## config.mk

```make
export PLATFORM = sky130hd
export DESIGN_NAME = pipeline_foreground_fetch
export DESIGN_NICKNAME = d
export VERILOG_FILES = /design/src/rtl/pipeline_foreground_fetch_pkg.sv /design/src/rtl/pipeline_delay_line.sv /design/src/rtl/pipeline_foreground_fetch.sv
export SDC_FILE = /design/constraint.sdc
export NUM_CORES = 1
export LEC_CHECK = 0
export BUFFER_PORTS_ARGS = -buffer_cell sky130_fd_sc_hd__buf_2
export CORE_AREA = 8 8 108 110
export DETAILED_ROUTE_END_ITERATION = 6
export DIE_AREA = 0 0 116 118
export PLACE_DENSITY = 0.74
export SETUP_SLACK_MARGIN = 0.05
export SLEW_MARGIN = 40
export SYNTH_ARGS = -nofsm -noshare
export SYNTH_HDL_FRONTEND = slang
export SYNTH_SLANG_ARGS = --single-unit
```

## constraint.sdc

```tcl
create_clock -name clk -period 1.77 [get_ports clk]
set_input_delay 0.0885 -clock clk [delete_from_list [all_inputs] [get_ports clk]]
set_output_delay 0.0885 -clock clk [all_outputs]
set_load 0.05 [all_outputs]
```

## src/rtl/pipeline_foreground_fetch_pkg.sv

```systemverilog
// Shared defaults for the foreground fetch block and the compositing pipeline,
// so request-to-result delays and frame geometry stay in one place.
package pipeline_foreground_fetch_pkg;

  localparam int unsigned DefPixelSize   = 16;
  localparam int unsigned DefPrecision   = 11;
  localparam int unsigned DefFgWidth     = 800;
  localparam int unsigned DefFgHeight    = 600;
  localparam int unsigned DefAddrWidth   = 19;
  localparam int unsigned DefFetchDelay  = 4;

  // External SRAM timing: address-to-data cycles.
  localparam int unsigned SramReadLatency = 2;

  // Operation launched on the SRAM port at the next edge.
  typedef enum logic [1:0] {
    PortIdle,
    PortRead,
    PortWrite
  } port_op_e;

endpackage

```

## src/rtl/pipeline_delay_line.sv

```systemverilog
// Fixed-depth shift register with asynchronous active-low clear.
// DEPTH of zero degenerates to a wire.
module pipeline_delay_line #(
  parameter int unsigned WIDTH = 1,
  parameter int unsigned DEPTH = 1
) (
  input  logic             clk,
  input  logic             rst_n,
  input  logic [WIDTH-1:0] d_i,
  output logic [WIDTH-1:0] q_o
);

  if (DEPTH == 0) begin : g_pass
    assign q_o = d_i;
  end else begin : g_shift
    logic [WIDTH-1:0] stage_q [DEPTH];

    // Shift one stage per cycle; reset clears every stage.
    always_ff @(posedge clk or negedge rst_n) begin
      if (!rst_n) begin
        for (int i = 0; i < DEPTH; i++) begin
          stage_q[i] <= '0;
        end
      end else begin
        stage_q[0] <= d_i;
        for (int i = 1; i < DEPTH; i++) begin
          stage_q[i] <= stage_q[i-1];
        end
      end
    end

    assign q_o = stage_q[DEPTH-1];
  end

endmodule

```

## src/rtl/pipeline_foreground_fetch.sv

```systemverilog
// Foreground pixel fetch: maps pipeline request coordinates to SRAM reads and
// returns the pixel a fixed number of cycles later. Loader writes take idle slots.
module pipeline_foreground_fetch
  import pipeline_foreground_fetch_pkg::*;
#(
  parameter int unsigned PIXEL_SIZE        = DefPixelSize,
  parameter int unsigned PRECISION         = DefPrecision,
  parameter int unsigned FG_WIDTH          = DefFgWidth,
  parameter int unsigned FG_HEIGHT         = DefFgHeight,
  parameter int unsigned ADDR_WIDTH        = DefAddrWidth,
  parameter int unsigned SRAM_READ_LATENCY = SramReadLatency,
  parameter int unsigned FETCH_DELAY       = DefFetchDelay
) (
  input  logic                  clk,
  input  logic                  rst_n,
  input  logic signed [PRECISION:0] req_x_i,
  input  logic signed [PRECISION:0] req_y_i,
  input  logic                  req_active_i,
  output logic [PIXEL_SIZE-1:0] fg_pixel_o,
  output logic                  fg_pixel_skip_o,
  input  logic                  wr_valid_i,
  input  logic [ADDR_WIDTH-1:0] wr_addr_i,
  input  logic [PIXEL_SIZE-1:0] wr_data_i,
  output logic                  wr_ready_o,
  output logic [ADDR_WIDTH-1:0] sram_addr_o,
  output logic                  sram_oe_n_o,
  output logic                  sram_we_n_o,
  output logic [PIXEL_SIZE-1:0] sram_dq_out_o,
  output logic                  sram_dq_oe_o,
  input  logic [PIXEL_SIZE-1:0] sram_rdata_i
);

  localparam logic [PRECISION-1:0] FgWidthC  = PRECISION'(FG_WIDTH);
  localparam logic [PRECISION-1:0] FgHeightC = PRECISION'(FG_HEIGHT);

  logic                  s1_hit_d, s1_hit_q;
  logic [ADDR_WIDTH-1:0] s1_addr_d, s1_addr_q;
  logic                  x_in, y_in;

  // Range check on the signed coordinates; the address is only formed for hits.
  always_comb begin
    x_in      = !req_x_i[PRECISION] && (req_x_i[PRECISION-1:0] < FgWidthC);
    y_in      = !req_y_i[PRECISION] && (req_y_i[PRECISION-1:0] < FgHeightC);
    s1_hit_d  = req_active_i && x_in && y_in;
    s1_addr_d = '0;
    if (s1_hit_d) begin
      s1_addr_d = ADDR_WIDTH'(req_y_i[PRECISION-1:0]) * ADDR_WIDTH'(FG_WIDTH)
                + ADDR_WIDTH'(req_x_i[PRECISION-1:0]);
    end
  end

  // Stage S1: registered hit flag and linear address.
  always_ff @(posedge clk or negedge rst_n) begin
    if (!rst_n) begin
      s1_hit_q  <= 1'b0;
      s1_addr_q <= '0;
    end else begin
      s1_hit_q  <= s1_hit_d;
      s1_addr_q <= s1_addr_d;
    end
  end

  port_op_e port_op;

  // A read on the port now blocks writes for one cycle (bus turnaround).
  always_comb begin
    wr_ready_o = rst_n && !s1_hit_q && sram_oe_n_o;
    port_op    = PortIdle;
    if (s1_hit_q) begin
      port_op = PortRead;
    end else if (wr_valid_i && wr_ready_o) begin
      port_op = PortWrite;
    end
  end

  // SRAM port register: reads win over writes, writes over idle.
  always_ff @(posedge clk or negedge rst_n) begin
    if (!rst_n) begin
      sram_addr_o   <= '0;
      sram_oe_n_o   <= 1'b1;
      sram_we_n_o   <= 1'b1;
      sram_dq_out_o <= '0;
      sram_dq_oe_o  <= 1'b0;
    end else begin
      unique case (port_op)
        PortRead: begin
          sram_addr_o  <= s1_addr_q;
          sram_oe_n_o  <= 1'b0;
          sram_we_n_o  <= 1'b1;
          sram_dq_oe_o <= 1'b0;
        end
        PortWrite: begin
          sram_addr_o   <= wr_addr_i;
          sram_dq_out_o <= wr_data_i;
          sram_oe_n_o   <= 1'b1;
          sram_we_n_o   <= 1'b0;
          sram_dq_oe_o  <= 1'b1;
        end
        default: begin
          sram_oe_n_o  <= 1'b1;
          sram_we_n_o  <= 1'b1;
          sram_dq_oe_o <= 1'b0;
        end
      endcase
    end
  end

  logic                  hit_aligned;
  logic [PIXEL_SIZE-1:0] data_aligned;

  // Hit flag follows the request so it lines up with the captured read data.
  pipeline_delay_line #(
    .WIDTH (1),
    .DEPTH (FETCH_DELAY - 1)
  ) u_hit_pipe (
    .clk   (clk),
    .rst_n (rst_n),
    .d_i   (s1_hit_q),
    .q_o   (hit_aligned)
  );

  // First stage samples rdata when it becomes valid; the rest pads to FETCH_DELAY.
  pipeline_delay_line #(
    .WIDTH (PIXEL_SIZE),
    .DEPTH (FETCH_DELAY - 1 - SRAM_READ_LATENCY)
  ) u_data_pipe (
    .clk   (clk),
    .rst_n (rst_n),
    .d_i   (sram_rdata_i),
    .q_o   (data_aligned)
  );

  // Output register: pixel on hit, skip with zeroed pixel otherwise.
  always_ff @(posedge clk or negedge rst_n) begin
    if (!rst_n) begin
      fg_pixel_o      <= '0;
      fg_pixel_skip_o <= 1'b1;
    end else begin
      fg_pixel_skip_o <= !hit_aligned;
      fg_pixel_o      <= hit_aligned ? data_aligned : '0;
    end
  end

endmodule

```

==> results of run 1 <==
## Yosys cell counts, types with 2 or more instances
master    number
a21o_1         5
a21oi_1       18
a22oi_1       19
and2_1        23
and3_1         3
buf_1          2
clkbuf_1       8
dfrtp_1       91
dfstp_2        3
fa_1           7
ha_1          41
inv_1         32
mux2i_1        3
nand2_1       91
nand3_1        6
nand3b_1       2
nor2_1        10
nor3_1         2
nor4_1         3
o21a_1         2
o21ai_0        6
o21ai_1        2
o21bai_1       5
o31ai_1        3
or2_2          2
or3_1          2
xnor2_1        7
xor2_1         5
## cells in the final DEF (no fill, tap or decap), types with 3 or more instances in the layout
cell type      count
ha_4              17
mux2i_1            3
ha_1              24
buf_2            128
dfrtp_1           91
inv_2              6
clkbuf_8          12
o21bai_1           4
a22oi_1           19
nor2_1             9
xor2_1             4
and2_1            23
buf_4             54
dfstp_2            3
inv_1             26
buf_6             10
xnor2_1            7
a21o_1             5
a21oi_2            5
nand2_1           90
dlygate4sd3_1     57
o21ai_0            4
a21oi_1           11
nand3_1            4
fa_1               6
## path summary, 6_finish.rpt
| kind | start | end | depth (start not counted) |
|---|---|---|---|
| worst max-delay path | req_y_i[4] | s1_addr_q[15] | 13 |
| worst max register to register | sram_oe_n_o | sram_dq_out_o[8] | 6 |
| max in group asynchronous | rst_n | sram_we_n_o | 4 |
| min in group asynchronous | rst_n | fg_pixel_o[12] | 3 |
| worst min register to register | u_hit_pipe.g_shift.stage_q[1] | u_hit_pipe.q_o | 0 |
| worst min-delay path | wr_valid_i | sram_we_n_o | 3 |
## metrics by stage
step           TNS (ns)  hold slack, ns
2_1_floorplan     -6.70          -0.207
3_3_place_gp      -9.12           0.197
3_5_place_dp      -9.49           0.198
4_1_cts           -5.24          0.0690
5_1_grt           -6.24           0.103
6_report          -5.64          0.0937
## worst register-to-register path, delay by kind of cell, from the launching register on
family,cells,cell delay (ns)
flops,1,0.54
buf+inv,2,0.41
simple gates,4,0.52
## power by group through the flow
stage	Sequential [mW]	Clock (mW)	Combinational (mW)
final	2.36	1.36	2.83
after global routing	2.38	1.48	3.07
after CTS	2.35	1.39	2.72
after detailed placement	2.40	0	2.45
after global placement	2.39	0	2.39
after floorplan	2.81	0	1.21
## routing by layer
| metal | share of wire [%] | vias up | global-route usage, % |
|---|---|---|---|
| li1 | - | 1899 | - |
| met1 | 40 | 1867 | 23.0 |
| met2 | 51 | 157 | 34.3 |
| met3 | 7.5 | 14 | 4.10 |
| met4 | 1.9 | 0 | 7.14 |
| met5 | 0 | - | 0 |
## layout make-up
type,instances,area [µm²]
fill,692,3050
sequential,94,2360
multi-input combinational,282,2340
timing repair buffer,251,1760
tap,136,170
clock buffer,13,169
inverter,33,126
clock inverter,3,25.0
antenna,2,5.00
## state kept, by name, summed over array words and instances, names as in the netlist
signal / count
fg_pixel_o: 16
u_data_pipe.q_o: 16
sram_addr_o: 19
sram_we_n_o: 1
sram_dq_out_o: 16
fg_pixel_skip_o: 1
sram_dq_oe_o: 1
s1_hit_q: 1
s1_addr_q: 19
u_hit_pipe.g_shift.stage_q: 2
u_hit_pipe.q_o: 1
sram_oe_n_o: 1
## kinds of logic (layout without fill, tap and decap cells)
| group | Yosys count | count (layout) | synth area share [%] |
|---|---|---|---|
| other | 0 | 2 | 0 |
| DFF | 94 | 94 | 52.8 |
| and+or+nand+nor | 152 | 152 | 15.8 |
| xor gates and xnor gates | 12 | 12 | 2.35 |
| adders and majority gates | 48 | 48 | 14.6 |
| AOI/OAI and AO/OA | 67 | 67 | 10.2 |
| muxes | 3 | 3 | 0.672 |
| buffers and inverters | 43 | 300 | 3.61 |
## repair_timing
item                                    CTS  global route
buffers inserted                          2             3
endpoints found under the setup margin    9             9
gates resized for setup                  29            13
hold buffers                             57             0
hold endpoints to repair                108             0
pin swaps                                22            17
==> impl_metrics.csv, run 1 <==
group,metric,value,unit
yosys,netlist_instances,419,
timing,clock_skew,0.0169,ns
finish,fin_area,0.00695,mm²
floorplanning,start_util,44.7,%
status,run_status,"finished, violations left",
yosys,syn_nets,546,
detailed_routing,vias_per_cell,4.84,
placed_design,dp_hpwl,8760,µm
floorplanning,io_pins,135,
setup_path,worstPathRequired,2.05,ns
placed_design,post_dp_cell_area,0.00596,mm²
timing,relSlewSlack,56.4,%
cts,cts_tree,"yes",
finish,final_util,69.5,%
power,vdd_drop_max,0.497,mV
global_route,track_usage,19.7,%
cts,cts_buffers,9,
setup_path,critPathMostFrequentCell,"ha_4",
cts,clkSinkCount,94,
placed_design,portBuffers,134,
setup_path,path_class,"in2reg",
power,p_sw,2.35,mW
placed_design,post-place-ws,-1.45,ns
power,p_per_area,943,mW/mm²
timing,finalHoldViolCount,0,
cts,cts_buffer_depth,2,
detailed_routing,wire_per_inst,16.1,µm
yosys,synth_ff_type,"dfrtp_1",
finish,area_delta_synth_final,55.6,%
setup_path,worst-path-max-fanout,5,
power,sequentialPowerShare,36.0,%
setup_path,cp-start-kind,"input pin",
power,power,6.55,mW
cts,htreeDepth,3,
detailed_routing,ant_nets,0,
finish,fin_cells,814,
power,p_clk_share,20.8,%
global_route,grt_remaining_overflow,0,
cts,clk-insertion-delay-late,0.36,ns
floorplanning,fp-row-count,37,
job,max_cap_viol_count,0,
setup_path,slowest_delay,0.50,ns
global_route,grt_pass1_wl,21100,µm
yosys,ys_ff_latch,94,
global_route,antenna_found_initial,2,
yosys,synth_area_leaders,"dfrtp_1, ha_1, nand2_1",
global_route,grt_pass1_vias,4229,
power,swShare,35.9,%
detailed_routing,wirelength,13100,µm
yosys,synth_area_leader_cell,"dfrtp_1",
placed_design,gp_congestion,0.842,
setup_path,slowest_stage,"or4b_4",
yosys,avgSynthCellArea,10.7,µm²
power,p_leak,3.60,nW
timing,setup_viol,9,
detailed_routing,drc,0,
yosys,synth_top_area_share,51.0,%
setup_path,reg2reg_slack,0.23,ns
timing,setup_slack,-1.03,ns
yosys,ys_seq_area_share,52.8,%
global_route,grt_max_degree,56,
cts,path_clk_slew,0.09,ns
timing,worst_pin_slew,0.654,ns
placed_design,dp_cells,735,
cts,root_buffer,"clkbuf_8",
floorplanning,die_y,118,µm
yosys,synth-edff-count,0,
yosys,synth_cell_types,44,
setup_path,path_cells,"buf_8, ha_4, ha_4, inv_2, fa_1, inv_2, ha_4, nand3_2, and3_4, or4b_4, or2_4, or3b_1, a21oi_1",
timing,fin_crit,2.80,ns
finish,drive_gt1_share,39.1,%
detailed_routing,num_vias,3937,
min_path,hp-class,"in2reg",
timing,finalCritPeriodShare,158,%
floorplanning,coreArea,0.0100,mm²
yosys,yosys_warnings,0,
detailed_routing,drt_iter0_markers,267,
detailed_routing,drt_first_pass_iters,5,
timing,drv_slew,0,
power,intPower,4.20,mW
setup_path,cp_data_arrival_time,3.08,ns
setup_path,crit_family,"simple AND/OR/NAND/NOR gates",
floorplanning,die-area,0.0137,mm²
timing,max_freq,357,MHz
floorplanning,die_x,116,µm
finish,nets,798,
power,p_comb_share,43.2,%
status,violations,"setup timing",
setup_path,cp-end-kind,"flip-flop",
timing,rsz0062_at_grt,"true",
yosys,synth_area,0.00447,mm²
yosys,synthArstFlopShare,100,%
setup_path,cp.buffers_inverters,3,
Power figures use the tool's default switching activity.
==> inputs of run 2 (changes only) <==
MAX_ROUTING_LAYER = met4   (was not set)
==> impl_metrics.csv, run 2 (same netlist as run 1, synthesis figures left out) <==
group,metric,value,unit
status,run_status,"finished, violations left",
status,violations,"setup timing",
detailed_routing,wire_per_inst,16.2,µm
setup_path,cp.buffers_inverters,3,
finish,mostFrequentLayoutCell,"buf_2",
placed_design,dp_hpwl,8760,µm
placed_design,gp_congestion,0.855,
setup_path,worst-path-max-fanout,5,
setup_path,reg2reg_slack,0.23,ns
setup_path,crit_family,"adder cells",
global_route,grt_remaining_overflow,0,
timing,fin_hold_ws,0.0946,ns
min_path,hp-class,"in2reg",
min_path,hold_depth,3,
setup_path,timing.rr.end,"sram_dq_out_o[8]",
timing,rsz0062_at_grt,"true",
cts,cts_buffer_depth,2,
global_route,grt_max_degree,56,
floorplanning,die_y,118,µm
power,p_comb_share,43.2,%
power,vdd_drop_max,0.496,mV
floorplanning,start_util,44.7,%
setup_path,cp_data_arrival_time,3.07,ns
job,max_cap_viol_count,0,
detailed_routing,vias_per_cell,4.86,
power,swShare,35.9,%
detailed_routing,drt_iter0_markers,265,
timing,setup_viol,9,
setup_path,cp-start-kind,"input pin",
floorplanning,coreArea,0.0100,mm²
timing,worst_pin_slew,0.654,ns
floorplanning,die-area,0.0137,mm²
setup_path,worstPathRequired,2.04,ns
detailed_routing,drt_first_pass_iters,4,
setup_path,critPathMostFrequentCell,"ha_4",
power,p_sw,2.35,mW
cts,clkSinkCount,94,
detailed_routing,num_vias,3952,
finish,final_cell_mix,"buf_2, dfrtp_1, nand2_1",
floorplanning,io_pins,135,
setup_path,slowest_stage,"or4b_4",
timing,setup_slack,-1.03,ns
finish,area_delta_synth_final,55.6,%
finish,nets,798,
power,intPower,4.20,mW
global_route,antenna_found_initial,2,
global_route,track_usage,20.2,%
timing,fin_crit,2.80,ns
timing,finalCritPeriodShare,158,%
global_route,grt_pass1_vias,4232,
global_route,grt_pass1_wl,21100,µm
cts,clk-insertion-delay-late,0.36,ns
min_path,min_to,"sram_we_n_o",
finish,final_util,69.5,%
setup_path,path_class,"in2reg",
timing,finalHoldViolCount,0,
timing,drv_slew,0,
floorplanning,die_x,116,µm
min_path,min-delay-start,"wr_valid_i",
setup_path,slowest_delay,0.50,ns
cts,cts_buffers,9,
placed_design,portBuffers,134,
detailed_routing,ant_nets,0,
cts,path_clk_slew,0.09,ns
setup_path,rr_worst_depth,6,
setup_path,cp-end-kind,"flip-flop",
cts,cts_tree,"yes",
detailed_routing,wirelength,13200,µm
setup_path,path_cells,"buf_8, ha_4, ha_4, inv_2, fa_1, inv_2, ha_4, nand3_2, and3_4, or4b_4, or2_4, nor4_4, mux2i_1",
timing,relSlewSlack,56.4,%
power,p_clk_share,20.7,%
cts,htreeDepth,3,
finish,top_regs,"s1_addr_q x19, sram_addr_o x19",
detailed_routing,drc,0,
floorplanning,fp-row-count,37,
finish,drive_gt1_share,39.1,%
power,p_leak,3.60,nW
power,power,6.56,mW
timing,clock_skew,0.0159,ns
cts,root_buffer,"clkbuf_8",
power,sequentialPowerShare,36.0,%
setup_path,rr_startpoint,"sram_oe_n_o",
power,p_per_area,943,mW/mm²
timing,max_freq,357,MHz
run 2: area by class of cell:
type | count | area [µm²]
flip-flops and latches | 94 | 2360
well taps | 136 | 170
inverters | 33 | 126
repair buffers | 251 | 1760
clock buffers | 13 | 169
multi-input cells | 282 | 2340
diodes | 2 | 5.00
fillers | 692 | 3050
clock inverters | 3 | 25.0
run 2: how the worst max path moves through the flow:
stage                from       endpoint  slack [ns]  depth (start not counted)
2_1_floorplan  req_y_i[3]  s1_addr_q[15]       -1.18                         10
3_3_place_gp   req_y_i[3]  s1_addr_q[15]       -1.38                         13
3_5_place_dp   req_y_i[3]  s1_addr_q[15]       -1.45                         13
4_1_cts        req_y_i[4]  s1_addr_q[15]       -1.00                         13
5_1_grt        req_y_i[4]  s1_addr_q[15]       -1.09                         13
6_report       req_y_i[4]  s1_addr_q[17]       -1.03                         13
run 2: metrics by stage:
step	setup WS, ns	TNS, ns	cells	instance area [µm²]
5_1_grt	-1.09	-6.24	814	6950
2_1_floorplan	-1.18	-6.70	419	4740
3_5_place_dp	-1.45	-9.49	735	5960
3_3_place_gp	-1.38	-9.12	735	5960
6_report	-1.03	-5.66	814	6950
4_1_cts	-1.00	-5.24	810	6880
run 2: timing repair:
action                                  CTS  global route
gates cloned                              0             0
endpoints found under the setup margin    9             9
pin swaps                                22            17
endpoints found under the hold margin   108             0
resized for setup                        29            13
setup buffers                             2             3
hold buffers                             57             0
run 2: worst register-to-register path, cell delays in order, from the launching register on:
cell and delay, ns:
dfstp_2 0.54, and3_4 0.21, nand2_4 0.07, inv_4 0.06, buf_4 0.35, nand2_1 0.13, nand2_1 0.10
run 2: power by group through the flow:
stage	Clock (mW)	Sequential, mW	Combinational (mW)
after floorplan	0	2.81	1.21
after global placement	0	2.39	2.39
after detailed placement	0	2.40	2.45
after CTS	1.39	2.35	2.72
after global routing	1.48	2.38	3.07
final	1.36	2.36	2.83
run 2: metal layers:
metal / routed length, µm / GRT usage, % / vias up
met4: 244 / 7.14 / 0
met2: 6650 / 34.4 / 155
met5: 0 / - / -
li1: - / - / 1902
met3: 978 / 4.05 / 16
met1: 5300 / 23.0 / 1879
==> inputs of run 3 (changes only) <==
ABC_AREA = 1   (was not set)
CORE_AREA = 8 8 81 154   (was 8 8 108 110)
DIE_AREA = 0 0 89 162   (was 0 0 116 118)
PLACE_DENSITY = 0.73   (was 0.74)
==> impl_metrics.csv, run 3 <==
group,metric,value,unit
cts,cts_buffer_depth,2,
finish,nets,877,
yosys,synth_cell_types,29,
floorplanning,die_y,162,µm
power,p_per_area,1020,mW/mm²
global_route,antenna_found_initial,1,
cts,cts_tree,"yes",
floorplanning,die-area,0.0144,mm²
floorplanning,start_util,44.7,%
timing,rsz0062_at_grt,"true",
timing,finalCritPeriodShare,131,%
yosys,syn_nets,644,
detailed_routing,drt_iter0_markers,187,
timing,setup_viol,9,
timing,finalHoldViolCount,0,
finish,final_cell_mix,"buf_2, nand2_1, dfrtp_1",
detailed_routing,num_vias,4417,
cts,cts_buffers,9,
cts,root_buffer,"clkbuf_16",
cts,htreeDepth,3,
setup_path,path_class,"in2reg",
floorplanning,die_x,89,µm
power,intPower,4.61,mW
power,swShare,37.1,%
finish,area_delta_synth_final,53.1,%
floorplanning,coreArea,0.0105,mm²
yosys,synth_ff_type,"dfrtp_1",
setup_path,worstPathRequired,2.00,ns
setup_path,cp-end-kind,"flip-flop",
cts,clk-insertion-delay-late,0.34,ns
detailed_routing,drt_first_pass_iters,7,
power,p_leak,3.93,nW
power,p_sw,2.72,mW
detailed_routing,wire_per_inst,16.5,µm
setup_path,cp-start-kind,"input pin",
timing,fin_crit,2.32,ns
setup_path,worst-path-max-fanout,3,
timing,max_freq,431,MHz
floorplanning,io_pins,135,
finish,fin_cells,893,
yosys,synth-edff-count,0,
global_route,grt_remaining_overflow,0,
min_path,hp-class,"in2reg",
yosys,synth_common_cells,"nand2_1, dfrtp_1, inv_1",
placed_design,dp_hpwl,9630,µm
cts,path_clk_slew,0.07,ns
status,run_status,"finished, violations left",
detailed_routing,drc,3,
yosys,avgSynthCellArea,9.07,µm²
yosys,synth_area_leader_cell,"dfrtp_1",
yosys,netlist_instances,517,
job,max_cap_viol_count,0,
cts,clkSinkCount,94,
yosys,synth_area,0.00469,mm²
timing,worst_pin_slew,0.655,ns
detailed_routing,wirelength,14700,µm
yosys,yosysMostFrequentCell,"nand2_1",
placed_design,gp_congestion,0.795,
global_route,grt_pass1_wl,23200,µm
finish,top_regs,"s1_addr_q x19, sram_addr_o x19",
status,violations,"DRC, setup timing",
timing,drv_slew,0,
timing,tns,-3.97,ns
global_route,grt_pass1_vias,4929,
finish,final_util,68.5,%
power,vdd_drop_max,0.638,mV
yosys,synthArstFlopShare,100,%
finish,drive_gt1_share,38.4,%
yosys,synth_area_leaders,"dfrtp_1, nand2_1, ha_1",
finish,mostFrequentLayoutCell,"buf_2",
yosys,yosys_warnings,0,
timing,clock_skew,0.00695,ns
power,sequentialPowerShare,32.4,%
yosys,ys_ff_latch,94,
setup_path,cp_data_arrival_time,2.55,ns
global_route,track_usage,21.4,%
placed_design,dp_cells,814,
yosys,synth_top_area_share,48.6,%
detailed_routing,vias_per_cell,4.95,
floorplanning,fp-row-count,53,
timing,setup_slack,-0.553,ns
global_route,grt_max_degree,95,
detailed_routing,ant_nets,0,
power,power,7.33,mW
power,p_comb_share,41.0,%
timing,relSlewSlack,56.3,%
power,p_clk_share,26.6,%
placed_design,portBuffers,134,
yosys,ys_seq_area_share,50.3,%
run 3: worst max-delay path, cell delays in order:
cell	delay, ns
buf_8	0.11
ha_4	0.24
ha_4	0.27
ha_4	0.20
fa_1	0.50
ha_4	0.32
nand2_4	0.06
nor3b_4	0.25
nor2_4	0.08
nor3_4	0.22
nand3_1	0.10
nand2_1	0.07
nor2_1	0.04
run 3: power groups by stage:
| stage | clock [mW] | sequential [mW] | combinational, mW |
|---|---|---|---|
| after detailed placement | 0 | 2.40 | 2.54 |
| after CTS | 1.96 | 2.37 | 2.82 |
| after global placement | 0 | 2.40 | 2.48 |
| after floorplan | 0 | 2.81 | 1.29 |
| final | 1.95 | 2.37 | 3.01 |
| after global routing | 2.06 | 2.39 | 3.28 |
run 3: stage by stage:
stage	hold WS, ns	worst slack [ns]	cell area, µm²
global placement	0.197	-0.862	6040
CTS	0.143	-0.517	7040
global route	0.205	-0.660	7180
detailed placement	0.198	-0.979	6040
floorplan	-0.207	-0.639	4950
finish	0.162	-0.553	7180
run 3: cell families (layout without fill, tap and decap cells):
logic type	count (synthesis)	count (layout)	synth area share, %
AND/OR/NAND/NOR	242	242	22.2
flip-flops	94	94	50.3
buffers and inverters	90	328	7.31
adder cells (fa/ha/maj)	48	48	13.9
AO/OA/AOI/OAI	37	37	5.18
XOR/XNOR	6	6	1.12
other	0	1	0
run 3: area by class of cell:
class                   count  area, µm²
diodes                      1       2.50
clock buffers               9        225
clock inverters             7       80.1
fillers                   762       3300
inverters                  77        302
multi-input cells         333       2420
flip-flops and latches     94       2360
well taps                 137        171
repair buffers            235       1620
run 3: metal layers:
metal | share of wire [%] | global-route usage [%]
met5 | 0 | -
met4 | 4.2 | 11.5
met2 | 57 | 39.8
met1 | 34 | 19.9
met3 | 4.9 | 2.83
run 3: worst paths after layout:
kind	cells after the start	end	slack, ns	from
setup / recovery	13	s1_addr_q[15]	-0.55	req_y_i[1]
min in group asynchronous	3	sram_dq_out_o[1]	0.37	rst_n
hold reg to reg	0	u_hit_pipe.g_shift.stage_q[1]	0.36	u_hit_pipe.g_shift.stage_q[2]
hold / removal	4	s1_addr_q[5]	0.16	req_x_i[5]
setup reg to reg	5	sram_addr_o[18]	0.33	s1_hit_q
max in group asynchronous	3	fg_pixel_skip_o	0.99	rst_n
run 3: timing repair:
item	CTS	global route
cloned	0	0
endpoints found under the hold margin	147	0
gates resized for setup	23	31
pin swaps	20	27
setup buffers	3	2
hold buffers	57	0
endpoints found under the setup margin	9	9
